--- config.mk ---
export PLATFORM = sky130hd
export DESIGN_NAME = load_store_unit_flat
export DESIGN_NICKNAME = d
export VERILOG_FILES = /design/src/rtl/lsu_if.sv /design/src/rtl/load_store_unit.sv /design/src/flat_wrapper.sv
export SDC_FILE = /design/constraint.sdc
export NUM_CORES = 1
export LEC_CHECK = 0
export ABC_AREA = 1
export BUFFER_PORTS_ARGS = -buffer_cell sky130_fd_sc_hd__buf_2
export CAP_MARGIN = 20
export CORE_MARGIN = 2
export CORE_UTILIZATION = 47
export CTS_CLUSTER_SIZE = 16
export DETAILED_ROUTE_END_ITERATION = 10
export GPL_ROUTABILITY_DRIVEN = 0
export PLACE_DENSITY = 0.78
export SETUP_SLACK_MARGIN = 0.2
export SLEW_MARGIN = 15
export SYNTH_ARGS = -nofsm -noshare
export SYNTH_HDL_FRONTEND = slang
export SYNTH_SLANG_ARGS = --single-unit
--- constraint.sdc ---
create_clock -name clk -period 1.6 [get_ports clk]
set_input_delay 0.32 -clock clk [delete_from_list [all_inputs] [get_ports clk]]
set_output_delay 0.32 -clock clk [all_outputs]
set_load 0.02 [all_outputs]
--- src/rtl/lsu_if.sv ---
// Execute-stage request/response and data-memory port bundle for the load/store unit.
// slave = LSU side, master = CPU + memory side.
interface lsu_if #(
    parameter int ADDR_W = 8
);
    logic              req_valid;
    logic              req_ready;
    logic              req_store;
    logic [2:0]        req_funct3;
    logic [ADDR_W-1:0] req_addr;
    logic [31:0]       req_wdata;
    logic              resp_valid;
    logic [31:0]       resp_rdata;
    logic              resp_err;
    logic              mem_read;
    logic              mem_write;
    logic [ADDR_W-3:0] mem_addr;
    logic [31:0]       mem_wdata;
    logic [31:0]       mem_rdata;

    modport slave (
        input  req_valid, req_store, req_funct3, req_addr, req_wdata, mem_rdata,
        output req_ready, resp_valid, resp_rdata, resp_err,
        output mem_read, mem_write, mem_addr, mem_wdata
    );

    modport master (
        output req_valid, req_store, req_funct3, req_addr, req_wdata, mem_rdata,
        input  req_ready, resp_valid, resp_rdata, resp_err,
        input  mem_read, mem_write, mem_addr, mem_wdata
    );
endinterface

--- src/rtl/load_store_unit.sv ---
// Load/store unit: one request at a time, word accesses to a single-cycle-read memory,
// sub-word stores by read-modify-write. LSU_MISALIGN_TRAP_EN: misaligned/illegal -> resp_err.
module load_store_unit #(
    parameter int ADDR_W = 8
) (
    input  logic  clk,
    input  logic  rst,
    lsu_if.slave  bus
);
    localparam logic [1:0] S_IDLE  = 2'd0;
    localparam logic [1:0] S_READ  = 2'd1;
    localparam logic [1:0] S_WRITE = 2'd2;
    localparam logic [1:0] S_RESP  = 2'd3;

    logic [1:0]        r_state;
    logic              r_store;
    logic [2:0]        r_f3;
    logic [1:0]        r_lane;
    logic [15:0]       r_wdata;
    logic [ADDR_W-3:0] r_mem_addr;
    logic [31:0]       r_mem_wdata;
    logic [31:0]       r_rdata;

    logic              w_legal;
    logic              w_half;
    logic              w_word;
    logic              w_misal;
    logic              w_fail;
    logic [1:0]        w_lane;
    logic [31:0]       w_shift;
    logic [31:0]       w_ext;
    logic [3:0]        w_bmask;
    logic [31:0]       w_rep;
    logic [31:0]       w_merged;

    // Request decode, evaluated on the accept cycle only
    always_comb begin
        w_legal = 1'b0;
        if (bus.req_store)
            w_legal = (bus.req_funct3 == 3'b000) || (bus.req_funct3 == 3'b001) ||
                      (bus.req_funct3 == 3'b010);
        else
            w_legal = (bus.req_funct3 == 3'b000) || (bus.req_funct3 == 3'b001) ||
                      (bus.req_funct3 == 3'b010) || (bus.req_funct3 == 3'b100) ||
                      (bus.req_funct3 == 3'b101);
    end

    assign w_half  = (bus.req_funct3[1:0] == 2'b01);
    assign w_word  = (bus.req_funct3[1:0] == 2'b10);
    assign w_misal = (w_half && bus.req_addr[0]) || (w_word && (bus.req_addr[1:0] != 2'b00));
    // Lane offset with misaligned bits dropped (force-align)
    assign w_lane  = w_word ? 2'b00 : (w_half ? {bus.req_addr[1], 1'b0} : bus.req_addr[1:0]);

`ifdef LSU_MISALIGN_TRAP_EN
    logic r_err;
    assign w_fail       = !w_legal || w_misal;
    assign bus.resp_err = r_err;
`else
    assign w_fail       = !w_legal;
    assign bus.resp_err = 1'b0;
`endif

    // Load lane extraction
    assign w_shift = bus.mem_rdata >> {r_lane, 3'b000};
    always_comb begin
        w_ext = w_shift;
        case (r_f3)
            3'b000:  w_ext = {{24{w_shift[7]}}, w_shift[7:0]};
            3'b001:  w_ext = {{16{w_shift[15]}}, w_shift[15:0]};
            3'b100:  w_ext = {24'd0, w_shift[7:0]};
            3'b101:  w_ext = {16'd0, w_shift[15:0]};
            default: w_ext = w_shift;
        endcase
    end

    // Sub-word store merge: only the target lane of the read word is replaced
    assign w_bmask = r_f3[0] ? (4'b0011 << {r_lane[1], 1'b0}) : (4'b0001 << r_lane);
    assign w_rep   = r_f3[0] ? {2{r_wdata}} : {4{r_wdata[7:0]}};
    always_comb begin
        w_merged = bus.mem_rdata;
        for (int i = 0; i < 4; i++)
            if (w_bmask[i]) w_merged[i*8 +: 8] = w_rep[i*8 +: 8];
    end

    always_ff @(posedge clk) begin
        if (rst) begin
            r_state     <= S_IDLE;
            r_store     <= 1'b0;
            r_f3        <= 3'd0;
            r_lane      <= 2'd0;
            r_wdata     <= 16'd0;
            r_mem_addr  <= '0;
            r_mem_wdata <= 32'd0;
            r_rdata     <= 32'd0;
`ifdef LSU_MISALIGN_TRAP_EN
            r_err       <= 1'b0;
`endif
        end else begin
            case (r_state)
                S_IDLE: begin
                    if (bus.req_valid) begin
                        r_store    <= bus.req_store;
                        r_f3       <= bus.req_funct3;
                        r_lane     <= w_lane;
                        r_wdata    <= bus.req_wdata[15:0];
                        r_mem_addr <= bus.req_addr[ADDR_W-1:2];
                        r_rdata    <= 32'd0;
`ifdef LSU_MISALIGN_TRAP_EN
                        r_err      <= w_fail;
`endif
                        if (w_fail) begin
                            r_state <= S_RESP;
                        end else if (bus.req_store && w_word) begin
                            r_mem_wdata <= bus.req_wdata;
                            r_state     <= S_WRITE;
                        end else begin
                            r_state <= S_READ;
                        end
                    end
                end
                S_READ: begin
                    if (r_store) begin
                        r_mem_wdata <= w_merged;
                        r_state     <= S_WRITE;
                    end else begin
                        r_rdata <= w_ext;
                        r_state <= S_RESP;
                    end
                end
                S_WRITE: r_state <= S_RESP;
                default: r_state <= S_IDLE;
            endcase
        end
    end

    assign bus.req_ready  = (r_state == S_IDLE);
    assign bus.resp_valid = (r_state == S_RESP);
    assign bus.resp_rdata = r_rdata;
    assign bus.mem_read   = (r_state == S_READ);
    assign bus.mem_write  = (r_state == S_WRITE);
    assign bus.mem_addr   = r_mem_addr;
    assign bus.mem_wdata  = r_mem_wdata;
endmodule

--- src/flat_wrapper.sv ---
// flat-port wrapper written by rule: the top's interface ports become plain ports
module load_store_unit_flat 
#(
    parameter int ADDR_W = 8
)
  (clk, rst, bus_req_valid, bus_req_store, bus_req_funct3, bus_req_addr, bus_req_wdata, bus_mem_rdata, bus_req_ready, bus_resp_valid, bus_resp_rdata, bus_resp_err, bus_mem_read, bus_mem_write, bus_mem_addr, bus_mem_wdata);
  lsu_if #(.ADDR_W(ADDR_W)) bus_i ();
  input  logic clk;
  input  logic rst;
  input wire logic [$bits(bus_i.req_valid)-1:0] bus_req_valid;
  input wire logic [$bits(bus_i.req_store)-1:0] bus_req_store;
  input wire logic [$bits(bus_i.req_funct3)-1:0] bus_req_funct3;
  input wire logic [$bits(bus_i.req_addr)-1:0] bus_req_addr;
  input wire logic [$bits(bus_i.req_wdata)-1:0] bus_req_wdata;
  input wire logic [$bits(bus_i.mem_rdata)-1:0] bus_mem_rdata;
  output wire logic [$bits(bus_i.req_ready)-1:0] bus_req_ready;
  output wire logic [$bits(bus_i.resp_valid)-1:0] bus_resp_valid;
  output wire logic [$bits(bus_i.resp_rdata)-1:0] bus_resp_rdata;
  output wire logic [$bits(bus_i.resp_err)-1:0] bus_resp_err;
  output wire logic [$bits(bus_i.mem_read)-1:0] bus_mem_read;
  output wire logic [$bits(bus_i.mem_write)-1:0] bus_mem_write;
  output wire logic [$bits(bus_i.mem_addr)-1:0] bus_mem_addr;
  output wire logic [$bits(bus_i.mem_wdata)-1:0] bus_mem_wdata;
  assign bus_i.req_valid = bus_req_valid;
  assign bus_i.req_store = bus_req_store;
  assign bus_i.req_funct3 = bus_req_funct3;
  assign bus_i.req_addr = bus_req_addr;
  assign bus_i.req_wdata = bus_req_wdata;
  assign bus_i.mem_rdata = bus_mem_rdata;
  assign bus_req_ready = bus_i.req_ready;
  assign bus_resp_valid = bus_i.resp_valid;
  assign bus_resp_rdata = bus_i.resp_rdata;
  assign bus_resp_err = bus_i.resp_err;
  assign bus_mem_read = bus_i.mem_read;
  assign bus_mem_write = bus_i.mem_write;
  assign bus_mem_addr = bus_i.mem_addr;
  assign bus_mem_wdata = bus_i.mem_wdata;
  load_store_unit #(.ADDR_W(ADDR_W)) u_core (.clk(clk), .rst(rst), .bus(bus_i));
endmodule
== Word level (Yosys, flattened, before mapping) ==
Index checks and enable logic that the tools add are counted.
Cells by class
  eq/ne operators: 17
  shift-type cells: 3
  mux-type cells: 23
  reduce and logical (&&, ||, !) cells: 12
Operators by type and width (count)
  $mux 32: 7
  $pmux 32 s2: 2
  $pmux 32 s4: 1
  $mux 8: 4
  $shr 32x5->32: 1
  $eq 3x3->1 const B: 4
  $mux 2: 4
  $eq 2x2->1 const B: 3
  $eq 3x1->1 const B: 2
  $logic_not 3->1: 2
  $ne 2x1->1 const B: 3
  $pmux 2 s3: 1
  $reduce_and 5->1: 1
  $eq 2x1->1 const B: 2
  $logic_or 1x1->1: 4
  $mux 4: 1
  $ne 2x2->1 const B: 2
  $shl 1x2->4 const A: 1
  $shl 2x2->4 const A: 1
  $eq 3x2->1 const B: 1
  $mux 1: 3
  $reduce_and 3->1: 1
  $logic_not 2->1: 1
  $reduce_and 2->1: 1
  2 further kinds: 2
Word-level totals
  bits in registers: 94
  bits of input ports: 79
  output and inout bits: 75
  word-level logic and storage cells: 63

== Logic depth before layout (Yosys ltp) ==
Gate-level depths: netlist of the first run.
  depth in word-level cells: 9
  mapped depth: 11
  gate-level depth less buffers: 9

== Worst setup path after synthesis of the first run ==
Ideal clock, no wire load.
  path type: register to register
  start: register u_core.r_state[1]
  end: register u_core.r_rdata[22] (netlist: u_core.bus.resp_rdata[22])
  setup time: 0.071 ns
  arrival: 1.640 ns
  path slack: -0.112 ns
  stages on the path, launching flop included: 11
  buffers on the path: 2
  path through: dfxtp_1 -> inv_1 -> ha_1 -> inv_1 -> buf_2 -> nor2_2 -> nand2_2 -> buf_2 -> a21oi_1 -> nand2_2 -> a21oi_2
On the way
  longest elaborated chain between the ends: 3
  elaborated cells between the ends (all ways): 7
  classes of those cells: eq/ne (3); mux (1); reduce/logical (3)
RTL lines
  start, declared: line load_store_unit.sv:15  | logic [1:0] r_state;
  start signal, assigned: line load_store_unit.sv:87  | r_state <= S_IDLE;
  start signal, assigned: line load_store_unit.sv:112  | r_state <= S_RESP;
  start signal, assigned: line load_store_unit.sv:115  | r_state <= S_WRITE;
  $eq 2x1->1 (*)
  named net bus_mem_read: line flat_wrapper.sv:20  | output wire logic [$bits(bus_i.mem_read)-1:0] bus_mem_read;
  $ne 2x2->1 (no line) / $reduce_bool 2->1 (equally long branches)
  $reduce_and 3->1 (no line)
  end signal, assigned: line load_store_unit.sv:126  | r_rdata <= w_ext;
  end, declared: line load_store_unit.sv:22  | logic [31:0] r_rdata;
Mark *: on every way through the listed nets, which the timed path passes. The rest lies on a longest branch.
A chain may end at the register's enable or synchronous reset.

== Final worst setup path of the first run ==
  start: register u_core.r_state[0]
  end: register u_core.r_rdata[19] (netlist: u_core.bus.resp_rdata[19])
On the way
  longest elaborated chain between the ends: 3
  elaborated cells between the ends (all ways): 7
  classes of those cells: eq/ne (3); mux (1); reduce/logical (3)
RTL lines
  $eq 2x1->1 / $logic_not 2->1 (equally long branches): line load_store_unit.sv:99  | case (r_state)
  $ne 2x2->1 (no line) / $reduce_bool 2->1 (equally long branches)
  $reduce_and 3->1 (no line)
Several ways; a longest one is shown, not always the timed one.

==> impl_metrics.json, run 1 <==
{
  "outcome": "finished, final reports clean",
  "first_pass_iters": 6,
  "area_delta_synth_final_pct": 32.05,
  "ys_top_cells_by_count": "nand2_1 (173), a21oi_1 (163), dfxtp_1 (94)",
  "fp.coreArea_um2": 10420,
  "critical_path_arrival_ps": 1770,
  "synth-compound-area-share": 0.2782,
  "cts-root-buf": "clkbuf_8",
  "regArea_um2": 1896,
  "rows": 37,
  "dp.cells": 1021,
  "num_vias": 5561,
  "syn_nets": 846,
  "die-height_um": 108.0,
  "async_flop_share": 0,
  "globalRoute.totalOverflow": 0,
  "synth-edff-count": 0,
  "rsz0062_at_grt": "true",
  "insertion_delay_ps": 380,
  "layout.nets": 995,
  "max_freq_ghz": 0.6623,
  "viasPerCell": 5.281,
  "fin_crit_ps": 1510,
  "period_share": 0.9436,
  "numPortBuffers": 152,
  "multi_input_area_um2": 2824,
  "synth_cells": 763,
  "ys.flop_type": "dfxtp_1",
  "synth_cell_types": 28,
  "yosys.area_share.simple": 0.2162,
  "drt-wirelength-per-cell_um": 15.27,
  "crit_path_start_kind": "flip-flop",
  "ant_nets": 0,
  "htree_levels": 3,
  "synth_top_area_frac": 0.3700,
  "regToRegStartpoint": "u_core.r_state[0]$_SDFFE_PP0P_",
  "cp_max_fo": 6,
  "synth_top_family_by_area": "compound AO/OA/AOI/OAI gates",
  "n_fill_cell": 948,
  "synth_warnings": 0,
  "synth_seq_area_share": 0.3700,
  "drv_slew": 0,
  "layout_setup_ws_ps": 90.21,
  "crit_type": "reg -> reg",
  "numCtsBuffers": 9,
  "clk_pin_slew_ps": 110,
  "drt-total-wl_um": 16080,
  "ios": 154,
  "crit_start": "u_core.r_state[0]$_SDFFE_PP0P_",
  "synthAdderAreaFrac": 0.009840,
  "cts_num_sinks": 94,
  "cts_tree": "done",
  "dieArea_um2": 11670,
  "dp_slack_ps": 38.26,
  "end_kind": "flip-flop",
  "skew_ps": 14.20,
  "setup_violations": 0,
  "setup_tns_ps": 0,
  "clock_path_buffers": 2,
  "synth_xor_area_frac": 0,
  "powerDensity_nw_per_um2": 1828,
  "hold_viol": 0,
  "finalPower_uw": 12280,
  "leakagePower_uw": 0.003186,
  "diodes": 0,
  "grt_antenna_before_repair": 0,
  "initial_core_util": 0.4883,
  "synth-seq-cells": 94,
  "grt_pass1_wl_um": 24090,
  "cp.required_ps": 1860,
  "drive_gt1_frac": 0.3206,
  "synthMuxAreaShare": 0,
  "yosysTopAreaCell": "dfxtp_1",
  "hp-class": "in -> reg",
  "ir_drop_v": 0.0009979,
  "grt_max_degree": 60,
  "final_cells": 1053,
  "dr.first_iter.drc_count": 498,
  "die_x_um": 108.0,
  "groute.usage.overall": 0.2620,
  "drc_errors": 0,
  "syn_area_per_cell_um2": 6.666,
  "ys_top_cells_by_area": "dfxtp_1 (37%), a21oi_1 (16%), nand2_1 (13%)",
  "syn-cell-area_um2": 5086,
  "min_from": "bus_req_wdata[8]",
  "maxCapViolations": 0,
  "yosysMostFrequentCell": "nand2_1",
  "grt_pass1_vias": 4897,
  "hpwlAfterDp_um": 11020
}
state kept, by name (all words and copies together) (netlist names):
register,count
u_core.r_store,1
u_core.r_wdata,16
u_core.r_state,2
u_core.r_f3,3
u_core.bus.mem_wdata,32
u_core.bus.mem_addr,6
u_core.bus.resp_rdata,32
u_core.r_lane,2
per-layer routing:
layer / vias to the layer above / global-route usage / wire [um]
met3: 34 / 0.04882 / 1262
met4: 0 / 0.09799 / 381
met5: - / 0 / 0
li1: 2787 / - / -
met2: 266 / 0.4034 / 7387
met1: 2474 / 0.3650 / 7047
report_power, final:
part | internal (uW) | switching, uW
clock | 748 | 940
combinational | 2700 | 4410
sequential | 3040 | 446
total | 6490 | 5790
path summary, 6_finish.rpt:
path,to,slack (ps),cells after the start
worst max-delay path,u_core.bus.resp_rdata[19]$_SDFFE_PP0P_,90,10
worst min-delay path,u_core.r_wdata[8]$_SDFFE_PP0P_,190,3
worst max register to register,u_core.bus.resp_rdata[19]$_SDFFE_PP0P_,90,10
worst min register to register,u_core.bus.resp_rdata[3]$_SDFFE_PP0P_,470,2
critical path: stages, from the launching register on:
cell	delay (ps)
dfxtp_4	380
inv_4	70
ha_4	180
inv_2	60
nor2_4	140
inv_2	60
nand2_4	140
buf_6	160
a21oi_2	40
nand2_1	100
a21oi_2	60
cell families after synthesis:
logic type / after synthesis
flip-flops: 94
AND/OR/NAND/NOR: 255
AO/OA/AOI/OAI: 268
adder cells (fa/ha/maj): 4
buffers and inverters: 141
other: 1
repair_timing:
item,4_1_cts,5_1_grt
endpoints found under the hold margin,0,0
pin swaps,15,10
hold buffers,0,0
gates cloned,3,4
setup buffers,5,4
resized for setup,40,42
endpoints found under the setup margin,93,90
area by class of cell:
class	count	share of cell area
inverters	89	0.05384
flip-flops and latches	94	0.2822
well taps	136	0.02534
multi-input cells	529	0.4205
clock buffers	9	0.01844
clock inverters	7	0.01192
repair buffers	189	0.1878
through the flow:
step                cell area (um^2)  utilization  hold slack [ps]
finish                          6716       0.6448            190.5
global route                    6716       0.6448            199.4
CTS                             6485       0.6226            195.2
detailed placement              6048       0.5807            453.6
global placement                6048       0.5807            449.7
floorplan                       5258            -            445.5
placed cells by master, fill, tap and decap left out, types with 8 or more instances in the layout:
master	netlist	routed
a21oi_1	163	140
a21oi_2	10	29
buf_2	15	150
buf_4	3	18
buf_6	8	8
clkbuf_8	0	9
dfxtp_1	94	89
inv_1	84	78
nand2_1	173	170
nand2_2	14	14
nand3_1	14	14
nor2_1	43	41
o21ai_0	85	66
o21ai_1	0	15
Power figures use the tool's default switching activity.
==> run 2, diff against run 1 <==
Settings changed: RECOVER_POWER from default to 25.
==> run 2 against run 1 <==
Via count increased by 0.63%. Clock skew down 3.1 ps. Register-to-register slack barely moved. Cell area fell by 0.75%. Global-route usage unchanged. Critical path type unchanged. Largest power group unchanged.
==> impl_metrics.json, run 2 (synthesis results as in run 1) <==
{
  "r2r-end": "u_core.bus.resp_rdata[19]$_SDFFE_PP0P_",
  "slowest_stage": "dfxtp_4",
  "rsz0062_at_grt": "true",
  "fin_crit_ps": 1509,
  "layout.cells.most_common": "nand2_1",
  "critical_path_arrival_ps": 1770,
  "regToRegStartpoint": "u_core.r_state[0]$_SDFFE_PP0P_",
  "cts-root-buf": "clkbuf_8",
  "htree_levels": 3,
  "ios": 154,
  "setup_tns_ps": 0,
  "grt_pass1_wl_um": 24090,
  "drt-total-wl_um": 16110,
  "crit_chain": "inv_4 > ha_4 > inv_2 > nor2_4 > inv_2 > nand2_4 > buf_6 > a21oi_2 > nand2_1 > a21oi_2",
  "setup_violations": 0,
  "finalPower_uw": 12220,
  "clk_pin_slew_ps": 110,
  "cts_tree": "done",
  "outcome": "finished, final reports clean",
  "viasPerCell": 5.314,
  "first_pass_iters": 5,
  "powerDensity_nw_per_um2": 1834,
  "die_x_um": 108.0,
  "dieArea_um2": 11670,
  "num_vias": 5596,
  "period_share": 0.9429,
  "hold_viol": 0,
  "insertion_delay_ps": 380,
  "drv_slew": 0,
  "skew_ps": 11.10,
  "cp_max_fo": 6,
  "numCtsBuffers": 9,
  "grt_pass1_vias": 4897,
  "final_cell_mix": "nand2_1 (170), a21oi_1 (140), buf_2 (110)",
  "die-height_um": 108.0,
  "cts_num_sinks": 94,
  "worst_hold_path.endpoint": "u_core.r_wdata[8]$_SDFFE_PP0P_",
  "cts_hold_buf": 0,
  "numPortBuffers": 152,
  "hpwlAfterDp_um": 11020,
  "crit_type": "reg -> reg",
  "initial_core_util": 0.4883,
  "clock_path_buffers": 2,
  "final_cells": 1053,
  "final_area_um2": 6666,
  "layout.nets": 995,
  "cp.required_ps": 1860,
  "ir_drop_v": 0.0009950,
  "dr.first_iter.drc_count": 496,
  "rows": 37,
  "globalRoute.totalOverflow": 0,
  "max_freq_ghz": 0.6629,
  "crit_path_start_kind": "flip-flop",
  "area_delta_synth_final_pct": 31.07,
  "end_kind": "flip-flop",
  "n_fill_cell": 975,
  "ant_nets": 0,
  "layout_setup_ws_ps": 91.39,
  "fp.coreArea_um2": 10420,
  "r2r_slack_ps": 90,
  "groute.usage.overall": 0.2620,
  "min_from": "bus_req_wdata[8]",
  "postPlaceCellArea_um2": 6048,
  "critical-path-max-stage-delay_ps": 380,
  "grt_antenna_before_repair": 0,
  "dp.cells": 1021,
  "drt-wirelength-per-cell_um": 15.30,
  "maxCapViolations": 0,
  "leakagePower_uw": 0.003019,
  "grt_max_degree": 60,
  "dp_slack_ps": 38.26,
  "drive_gt1_frac": 0.2770,
  "hp-class": "in -> reg",
  "diodes": 0,
  "drc_errors": 0,
  "r2r_cells": 10,
  "hold_depth": 3
}
[run 2: changes by cell type in the layout (fill, tap and decap cells not counted), sizes merged]
cell | before | now
clkbuf | 12 | 52
buf | 185 | 145
[run 2: layout make-up]
type | instances | area [um^2] | share of cell area
clock buffer | 9 | 123.9 | 0.01858
clock inverter | 7 | 80.08 | 0.01201
multi-input combinational | 529 | 2824 | 0.4236
sequential | 94 | 1896 | 0.2843
tap | 136 | 170.2 | 0.02553
inverter | 89 | 361.6 | 0.05424
timing repair buffer | 189 | 1211 | 0.1817
[run 2: timing repair]
item                       4_1_cts  5_1_grt
resized for setup               40       42
pin swaps                       15       10
setup buffers                    5        4
setup endpoints to repair       93       90
cloned                           3        4
[run 2: worst max-delay path: cells and delay by family, from the launching register on]
family / cells / cell delay [ps]
fa+ha+maj: 1 / 180
buf+inv: 4 / 350
compound gates: 2 / 100
flops: 1 / 380
simple gates: 3 / 380
[run 2: how the worst max path moves through the flow]
stage                                         from                                     end  slack (ps)
floorplan           u_core.r_state[1]$_SDFFE_PP0P_  u_core.bus.resp_rdata[22]$_SDFFE_PP0P_         140
global route        u_core.r_state[0]$_SDFFE_PP0P_   u_core.bus.mem_wdata[21]$_SDFFE_PP0P_           7
detailed placement   u_core.r_lane[0]$_SDFFE_PP0P_  u_core.bus.resp_rdata[19]$_SDFFE_PP0P_          40
global placement    u_core.r_state[1]$_SDFFE_PP0P_    u_core.bus.mem_wdata[0]$_SDFFE_PP0P_         100
finish              u_core.r_state[0]$_SDFFE_PP0P_  u_core.bus.resp_rdata[19]$_SDFFE_PP0P_          90
CTS                 u_core.r_state[1]$_SDFFE_PP0P_   u_core.bus.mem_wdata[30]$_SDFFE_PP0P_         100
[run 2: per-layer routing]
metal / part of all wire / global-route usage / up-vias
met2: 0.45 / 0.4034 / 278
li1: - / - / 2781
met3: 0.080 / 0.04882 / 47
met4: 0.029 / 0.09799 / 0
met1: 0.44 / 0.3650 / 2490
met5: 0 / 0 / -
[run 2: where the power goes]
part	total, uW	internal, uW	switching [uW]
logic	7040	2630	4410
clock network	1690	748	945
registers	3500	3040	458
total	12200	6410	5810
[run 2: per-stage QoR]
stage / utilization / hold WS [ps]
floorplan: - / 445.5
global placement: 0.5807 / 449.7
detailed placement: 0.5807 / 453.6
CTS: 0.6226 / 195.2
global route: 0.6400 / 199.4
finish: 0.6400 / 192.7
